==> config.mk <==
export PLATFORM = sky130hd
export DESIGN_NAME = alarm_sounder
export DESIGN_NICKNAME = d
export VERILOG_FILES = /design/src/rtl/alarm_sounder.sv
export SDC_FILE = /design/constraint.sdc
export NUM_CORES = 1
export LEC_CHECK = 0
export CAP_MARGIN = 0
export CORE_ASPECT_RATIO = 0.7
export CORE_MARGIN = 2
export CORE_UTILIZATION = 25
export CTS_BUF_LIST = sky130_fd_sc_hd__clkbuf_8
export CTS_CLUSTER_SIZE = 30
export DETAILED_ROUTE_END_ITERATION = 6
export PLACE_DENSITY_LB_ADDON = 0.12
export SYNTH_ARGS = -nofsm -noshare
export SYNTH_HDL_FRONTEND = slang
export SYNTH_SLANG_ARGS = --single-unit
==> constraint.sdc <==
create_clock -name clk -period 2.9 [get_ports clk]
set_input_delay 0.58 -clock clk [delete_from_list [all_inputs] [get_ports clk]]
set_output_delay 0.58 -clock clk [all_outputs]
set_load 0.01 [all_outputs]
==> src/rtl/alarm_sounder.sv <==
// alarm_sounder: alarm clock ringer with snooze, auto-stop and a gated square-wave tone
module alarm_sounder #(
   parameter int TONE_DIV    = 67568,
   parameter int CNT_W       = 17,
   parameter int RING_SECS   = 60,
   parameter int SNOOZE_SECS = 300,
   parameter int MAX_SNOOZE  = 3
) (
   input  logic        clk,
   input  logic        rst_n,
   input  logic [15:0] cur_time,
   input  logic [15:0] alm_time,
   input  logic        alarm_en,
   input  logic        sec_tick,
   input  logic        snooze,
   input  logic        stop,
   output logic        speaker,
   output logic        vcc,
   output logic        ringing,
   output logic        snoozing,
   output logic [3:0]  snooze_left
);
   typedef enum logic [1:0] {IDLE, RING, SNOOZE} state_t;
   localparam logic [15:0]      RING_END = 16'(RING_SECS - 1);
   localparam logic [15:0]      SNZ_END  = 16'(SNOOZE_SECS - 1);
   localparam logic [CNT_W-1:0] TONE_END = CNT_W'(TONE_DIV - 1);
   localparam logic [3:0]       SNZ_MAX  = 4'(MAX_SNOOZE);
   state_t           r_state, w_nxt;
   logic             r_match_q, r_ring, r_snz, r_tone, r_gate;
   logic [15:0]      r_sec_cnt;
   logic [CNT_W-1:0] r_tone_cnt;
   logic [3:0]       r_snooze_left;
   logic             w_match, w_trig, w_stay_ring, w_tone_wrap;
   assign w_match     = cur_time == alm_time;
   assign w_trig      = alarm_en && w_match && !r_match_q;
   assign w_stay_ring = r_state == RING && w_nxt == RING;
   assign w_tone_wrap = r_tone_cnt == TONE_END;
   assign speaker     = r_tone & r_gate;
   assign vcc         = 1'b1;
   assign ringing     = r_ring;
   assign snoozing    = r_snz;
   assign snooze_left = r_snooze_left;
   // next state: disable beats stop beats snooze beats timeout
   always_comb begin
      w_nxt = r_state;
      if (r_state == IDLE) w_nxt = (w_trig && !stop) ? RING : IDLE;
      else if (!alarm_en || stop) w_nxt = IDLE;
      else if (r_state == RING && snooze && r_snooze_left != 4'd0) w_nxt = SNOOZE;
      else if (sec_tick && r_state == RING && r_sec_cnt == RING_END) w_nxt = IDLE;
      else if (sec_tick && r_state == SNOOZE && r_sec_cnt == SNZ_END) w_nxt = RING;
   end
   // state, registered decodes, second counter, snooze budget and tone generator
   always_ff @(posedge clk or negedge rst_n) begin
      if (!rst_n) begin
         r_state       <= IDLE;
         r_ring        <= 1'b0;
         r_snz         <= 1'b0;
         r_match_q     <= 1'b1;
         r_sec_cnt     <= '0;
         r_snooze_left <= SNZ_MAX;
         r_tone_cnt    <= '0;
         r_tone        <= 1'b0;
         r_gate        <= 1'b0;
      end else begin
         r_state       <= w_nxt;
         r_ring        <= w_nxt == RING;
         r_snz         <= w_nxt == SNOOZE;
         r_match_q     <= w_match;
         r_sec_cnt     <= (w_nxt != r_state) ? '0 : (sec_tick && r_state != IDLE) ? r_sec_cnt + 16'd1 : r_sec_cnt;
         r_snooze_left <= (w_nxt == IDLE) ? SNZ_MAX : (r_state == RING && w_nxt == SNOOZE) ? r_snooze_left - 4'd1 : r_snooze_left;
         r_tone_cnt    <= (!w_stay_ring || w_tone_wrap) ? '0 : r_tone_cnt + CNT_W'(1);
         r_tone        <= w_stay_ring && (r_tone ^ w_tone_wrap);
         r_gate        <= (w_nxt != RING) ? 1'b0 : (r_state != RING) ? 1'b1 : r_gate ^ sec_tick;
      end
   end
endmodule

==> results.sh, run 1 <==
export IMPL_fin_worst_skew_ns=0.0173
export IMPL_finalNetCount=343
export IMPL_max_slew_margin=0.611
export IMPL_worstPathRequired_ns=3.08
export IMPL_worst_hold_path_type="in2async"
export IMPL_core_area_sq_um=9760
export IMPL_cts_resized=0
export IMPL_die_w_microns=124
export IMPL_crit_type="in2reg"
export IMPL_h_tree_depth=2
export IMPL_min_period_ns=2.46
export IMPL_synth_avg_cell_area_sq_um=10.1
export IMPL_fillers=1014
export IMPL_via_count=1934
export IMPL_overflow=0
export IMPL_r2r_end="r_sec_cnt[0]$_DFFE_PN0P_"
export IMPL_ys_seq_elements=44
export IMPL_synth_edf_count=0
export IMPL_crit_path_start_kind="input pin"
export IMPL_slowest_delay_ns=0.48
export IMPL_fin_cells=431
export IMPL_track_usage=0.118
export IMPL_gp_congestion=0.789
export IMPL_status="completed"
export IMPL_fin_setup_tns_ns=0
export IMPL_synth_cells=250
export IMPL_top_level_ports=46
export IMPL_max_vdd_ir_drop_mv=0.174
export IMPL_yosysTopAreaCell="dfrtp_1"
export IMPL_leakagePower_nw=1.36
export IMPL_io_buffers=44
export IMPL_synth_area_leaders="dfrtp_1, xor2_1, nor2_1"
export IMPL_antenna_found_initial=0
export IMPL_maxCapViolCount=0
export IMPL_cts_clk_slew_worst_paths_ns=0.09
export IMPL_regToRegStartpoint="snooze_left[0]$_DFFE_PN1P_"
export IMPL_yosysSeqAreaShare=0.436
export IMPL_netlist_area_sq_um=2530
export IMPL_worstPathCellList="clkdlybuf4s50_1 > nor4b_1 > nand4_2 > o22ai_2 > o32ai_4 > and3b_1 > buf_12 > nor4_1"
export IMPL_dieHeight_microns=88.2
export IMPL_ant_nets=0
export IMPL_clkLatencyLatePin_ns=0.30
export IMPL_fin_crit_sh=0.850
export IMPL_setup_violations=0
export IMPL_critPathCaptureType="flop"
export IMPL_cts_setup_buffers=0
export IMPL_drive_gt1_frac=0.135
export IMPL_wire_per_inst_microns=14.2
export IMPL_dr_pass1_iters=4
export IMPL_start_util=0.260
export IMPL_synth_top_area_share=0.405
export IMPL_rsz0062_at_grt="no"
export IMPL_ys_warn_count=0
export IMPL_cts_buffers=5
export IMPL_dp_hpwl_microns=4420
export IMPL_clock_sinks=44
export IMPL_pre_cts_ws_ns=0.0964
export IMPL_viasPerCell=4.49
export IMPL_finalHoldViolations=0
export IMPL_grt_pass1_vias=2013
export IMPL_cts_hold_buf=0
export IMPL_power_density_nw_per_um2=383
export IMPL_place_inst=423
export IMPL_drv_slew=0
export IMPL_crit_family="simple AND/OR/NAND/NOR gates"
export IMPL_rrSetupSlack_ns=0.59
export IMPL_cpMaxStageDelayCell="clkdlybuf4s50_1"
export IMPL_grt_max_degree=24
export IMPL_totalWireLength_microns=6110
export IMPL_route_detailed_drc=0
export IMPL_clk_path_buf_depth=2
export IMPL_cts_root_buf="clkbuf_8"
export IMPL_drt_iter0_drc=84
export IMPL_synth_top_flop_cell="dfrtp_1"
export IMPL_grt_pass1_wl_microns=10400
export IMPL_tightest_slew_ns=0.584
export IMPL_cp_max_fo=16
export IMPL_setup_slack_ns=0.435
export IMPL_r2r_cells=9
export IMPL_synth_async_reset_ratio=1.00
export IMPL_synthDistinctLibCells=52
export IMPL_num_rows=30
export IMPL_syn_num_nets=291
export IMPL_area_growth_pct=30.2
export IMPL_finalPower_mw=1.26
export IMPL_tritoncts="done"
export IMPL_cp_num_buf_inv=2
export IMPL_num_antenna_cells=0
export IMPL_fmax_ghz=0.406
export IMPL_crit_start="sec_tick"
export IMPL_die_area_sq_um=11000
export IMPL_arrival_ns=2.65
## kinds of logic after synthesis
family | count (synthesis) | share of synthesized area
compound gates | 16 | 0.0588
fa+ha+maj | 3 | 0.0148
other cells | 1 | 0.00148
flops | 44 | 0.436
mux | 2 | 0.00839
simple gates | 116 | 0.273
xor+xnor | 48 | 0.166
buf+inv | 20 | 0.0415
## power breakdown
| group | leakage, nW | internal, mW | total, mW | switching, mW |
|---|---|---|---|---|
| clock network | 0.0695 | 0.341 | 0.559 | 0.218 |
| logic | 0.691 | 0.0566 | 0.0922 | 0.0356 |
| registers | 0.599 | 0.613 | 0.613 | 0.0000242 |
## per-layer routing
layer  vias to the layer above  share of wire  GRT usage
li1                        973              -          -
met1                       907           0.54      0.172
met2                        47           0.40      0.175
met3                         7          0.045     0.0278
met4                         0          0.012     0.0306
met5                         -              0          0
## layout by cell type (no fill, tap or decap), drive strengths merged, types with 2 or more instances in the layout
master / count
clkdlybuf4s50: 43
dfrtp: 41
xor2: 36
nor2: 32
nor4: 21
nand2: 15
nand3: 13
inv: 12
xnor2: 12
buf: 11
nand4: 10
clkbuf: 5
and4: 4
and3: 4
nor3: 3
ha: 3
dfstp: 3
and2: 3
nor2b: 2
nor4b: 2
a21oi: 2
bufinv: 2
a21boi: 2
o32ai: 2
## synth_stat cells, types with 2 or more instances
cell type,instances
xnor2_1,12
nand4_1,9
nor4_1,11
a21oi_1,2
nor3_1,3
ha_1,3
xor2_1,36
inv_1,11
nor2_1,32
clkbuf_1,3
dfrtp_1,41
dfstp_2,3
nor4b_1,2
buf_2,2
nor2b_1,2
nor4_2,9
nand3_1,13
and4_1,4
and3_1,4
and2_1,2
nand2_1,15
## how the worst max path moves through the flow
stage | to | depth (start not counted)
global placement | r_sec_cnt[0]$_DFFE_PN0P_ | 8
floorplan | r_sec_cnt[10]$_DFFE_PN0P_ | 8
CTS | r_sec_cnt[0]$_DFFE_PN0P_ | 8
global route | r_tone_cnt[13]$_DFF_PN0_ | 9
finish | r_sec_cnt[0]$_DFFE_PN0P_ | 8
detailed placement | r_sec_cnt[0]$_DFFE_PN0P_ | 8
## registers in the layout (all words and copies together), names as in the netlist
register and cells:
snooze_left 4, r_gate 1, ringing 1, r_sec_cnt 16, snoozing 1, r_tone_cnt 17
r_state 2, r_tone 1, r_match_q 1
## cell type report
| cell class | count | area (sq um) | share of cell area |
|---|---|---|---|
| repair buffers | 54 | 536 | 0.162 |
| well taps | 128 | 160 | 0.0486 |
| flip-flops and latches | 44 | 1100 | 0.335 |
| inverters | 11 | 41.3 | 0.0125 |
| clock inverters | 3 | 63.8 | 0.0193 |
| multi-input cells | 186 | 1320 | 0.401 |
| clock buffers | 5 | 68.8 | 0.0209 |
## stage by stage
step	util	cell area [sq um]	hold slack (ns)
2_1_floorplan	-	2530	0.284
3_3_place_gp	0.324	3170	0.475
3_5_place_dp	0.324	3170	0.474
4_1_cts	0.338	3300	0.303
5_1_grt	0.338	3300	0.319
6_report	0.338	3300	0.283
Note: power is estimated with default switching activity, not from simulation.
==> run 2: changes to the inputs <==
==> constraint.sdc (replaced) <==
create_clock -name clk -period 2.58 [get_ports clk]
set_input_delay 0.516 -clock clk [delete_from_list [all_inputs] [get_ports clk]]
set_output_delay 0.516 -clock clk [all_outputs]
set_load 0.01 [all_outputs]
==> results.sh, run 2 (synthesis results as in run 1) <==
export IMPL_fmax_ghz=0.424
export IMPL_arrival_ns=2.58
export IMPL_worstPathRequired_ns=2.80
export IMPL_worst_hold_path_type="in2async"
export IMPL_die_w_microns=124
export IMPL_min_period_ns=2.36
export IMPL_tritoncts="done"
export IMPL_cp_num_buf_inv=4
export IMPL_endpoint="r_tone_cnt[9]$_DFF_PN0_"
export IMPL_grt_max_degree=45
export IMPL_grt_pass1_wl_microns=10300
export IMPL_setup_violations=0
export IMPL_cts_clk_slew_worst_paths_ns=0.08
export IMPL_slowest_delay_ns=0.41
export IMPL_drt_iter0_drc=76
export IMPL_crit_path_start_kind="input pin"
export IMPL_totalWireLength_microns=6170
export IMPL_dr_pass1_iters=5
export IMPL_leakagePower_nw=1.40
export IMPL_r2r_end="r_sec_cnt[0]$_DFFE_PN0P_"
export IMPL_clkLatencyLatePin_ns=0.29
export IMPL_ant_nets=0
export IMPL_cp_max_fo=11
export IMPL_via_count=2022
export IMPL_io_buffers=44
export IMPL_drive_gt1_frac=0.159
export IMPL_regToRegStartpoint="snooze_left[0]$_DFFE_PN1P_"
export IMPL_largest_reg_flops=17
export IMPL_cts_setup_buffers=0
export IMPL_rsz0062_at_grt="no"
export IMPL_layout_commonest_cell="clkdlybuf4s50_1"
export IMPL_critPathCaptureType="flop"
export IMPL_area_growth_pct=32.9
export IMPL_fillers=1014
export IMPL_drv_slew=0
export IMPL_viasPerCell=4.63
export IMPL_crit_start="alm_time[6]"
export IMPL_dieHeight_microns=88.2
export IMPL_track_usage=0.117
export IMPL_dp_hpwl_microns=4310
export IMPL_tightest_slew_ns=0.597
export IMPL_route_detailed_drc=0
export IMPL_final_cell_mix="clkdlybuf4s50_1, dfrtp_1, xor2_1, nor2_1, nand2_1"
export IMPL_finalNetCount=349
export IMPL_place_inst=429
export IMPL_rrSetupSlack_ns=0.27
export IMPL_clk_path_buf_depth=2
export IMPL_start_util=0.260
export IMPL_worstPathCellList="clkdlybuf4s50_1 > xor2_1 > nor4_2 > buf_4 > nand4_1 > o32ai_4 > buf_4 > nand4_1 > buf_4 > nor2_1"
export IMPL_maxCapViolCount=0
export IMPL_overflow=0
export IMPL_top_level_ports=46
export IMPL_crit_type="in2reg"
export IMPL_antenna_found_initial=0
export IMPL_postLayoutCoreUtil=0.345
export IMPL_num_antenna_cells=0
export IMPL_num_rows=30
export IMPL_die_area_sq_um=11000
export IMPL_crit_family="buffers and inverters"
export IMPL_grt_pass1_vias=2070
export IMPL_cpMaxStageDelayCell="clkdlybuf4s50_1"
export IMPL_cts_root_buf="clkbuf_8"
export IMPL_h_tree_depth=2
export IMPL_clock_sinks=44
export IMPL_wire_per_inst_microns=14.1
export IMPL_crit_top_cell="buf_4"
export IMPL_max_vdd_ir_drop_mv=0.190
export IMPL_max_slew_margin=0.602
export IMPL_core_area_sq_um=9760
export IMPL_cp_depth=10
export IMPL_status="completed"
export IMPL_top_register="r_tone_cnt"
export IMPL_fin_cells=437
export IMPL_r2r_cells=9
export IMPL_power_density_nw_per_um2=423
export IMPL_fin_worst_skew_ns=0.00952
export IMPL_gp_congestion=0.767
export IMPL_finalHoldViolations=0
export IMPL_cts_buffers=5
export IMPL_fin_crit_sh=0.915
-- run 2: cell count changes in the layout (fill, tap and decap cells not counted) --
cell	delta
nor4b_2	+1
buf_12	+1
nor4_1	-1
nor4_2	+1
nor4b_1	-1
buf_4	+5
-- run 2: where the power goes --
group	switching (mW)	internal, mW	leakage [nW]	total, mW
sequential	0.0000308	0.689	0.599	0.689
combinational	0.0405	0.0651	0.727	0.106
clock	0.246	0.384	0.0695	0.630
-- run 2: worst min-delay path by stage --
stage / endpoint / slack (ns)
after floorplan: r_gate$_DFF_PN0_ / 0.22
after global placement: r_tone_cnt[0]$_DFF_PN0_ / 0.47
after detailed placement: r_tone_cnt[0]$_DFF_PN0_ / 0.47
final: r_sec_cnt[14]$_DFFE_PN0P_ / 0.29
after global routing: r_tone_cnt[7]$_DFF_PN0_ / 0.34
after CTS: r_tone_cnt[4]$_DFF_PN0_ / 0.33
-- run 2: layout make-up --
type,count,area (sq um),area share
Timing Repair Buffer,60,593,0.176
Clock buffer,5,68.8,0.0204
Clock inverter,3,63.8,0.0189
Sequential cell,44,1100,0.328
Tap cell,128,160,0.0475
Multi-Input combinational cell,186,1340,0.397
Inverter,11,41.3,0.0123
-- run 2: layer usage --
metal | track usage | vias up | wire, microns
li1 | - | 980 | -
met1 | 0.165 | 984 | 3260
met2 | 0.175 | 56 | 2550
met3 | 0.0369 | 2 | 315
met4 | 0.0276 | 0 | 42
met5 | 0 | - | 0
-- run 2: stage by stage --
stage          total power [mW]  setup TNS (ns)  hold slack, ns  area, sq um  setup WS [ns]
2_1_floorplan             0.726               0           0.220         2530          0.384
3_3_place_gp              0.808           -3.91           0.474         3220         -0.163
3_5_place_dp              0.808           -4.63           0.474         3220         -0.177
4_1_cts                    1.46               0           0.328         3360          0.143
5_1_grt                    1.49               0           0.338         3370         0.0555
6_report                   1.42               0           0.291         3370          0.219
-- run 2: worst register-to-register path: cells and delay by family (launching register included) --
kind	cells	cell delay (ns)
and+or+nand+nor	3	0.71
adders and majority gates	1	0.24
buffers and inverters	2	0.23
DFF	1	0.55
AOI/OAI and AO/OA	3	0.49
-- run 2: what timing repair did --
| item | in CTS | in global routing |
|---|---|---|
| resized for setup | 0 | 2 |
| setup endpoints to repair | 0 | 11 |
| hold buffers | 0 | 0 |
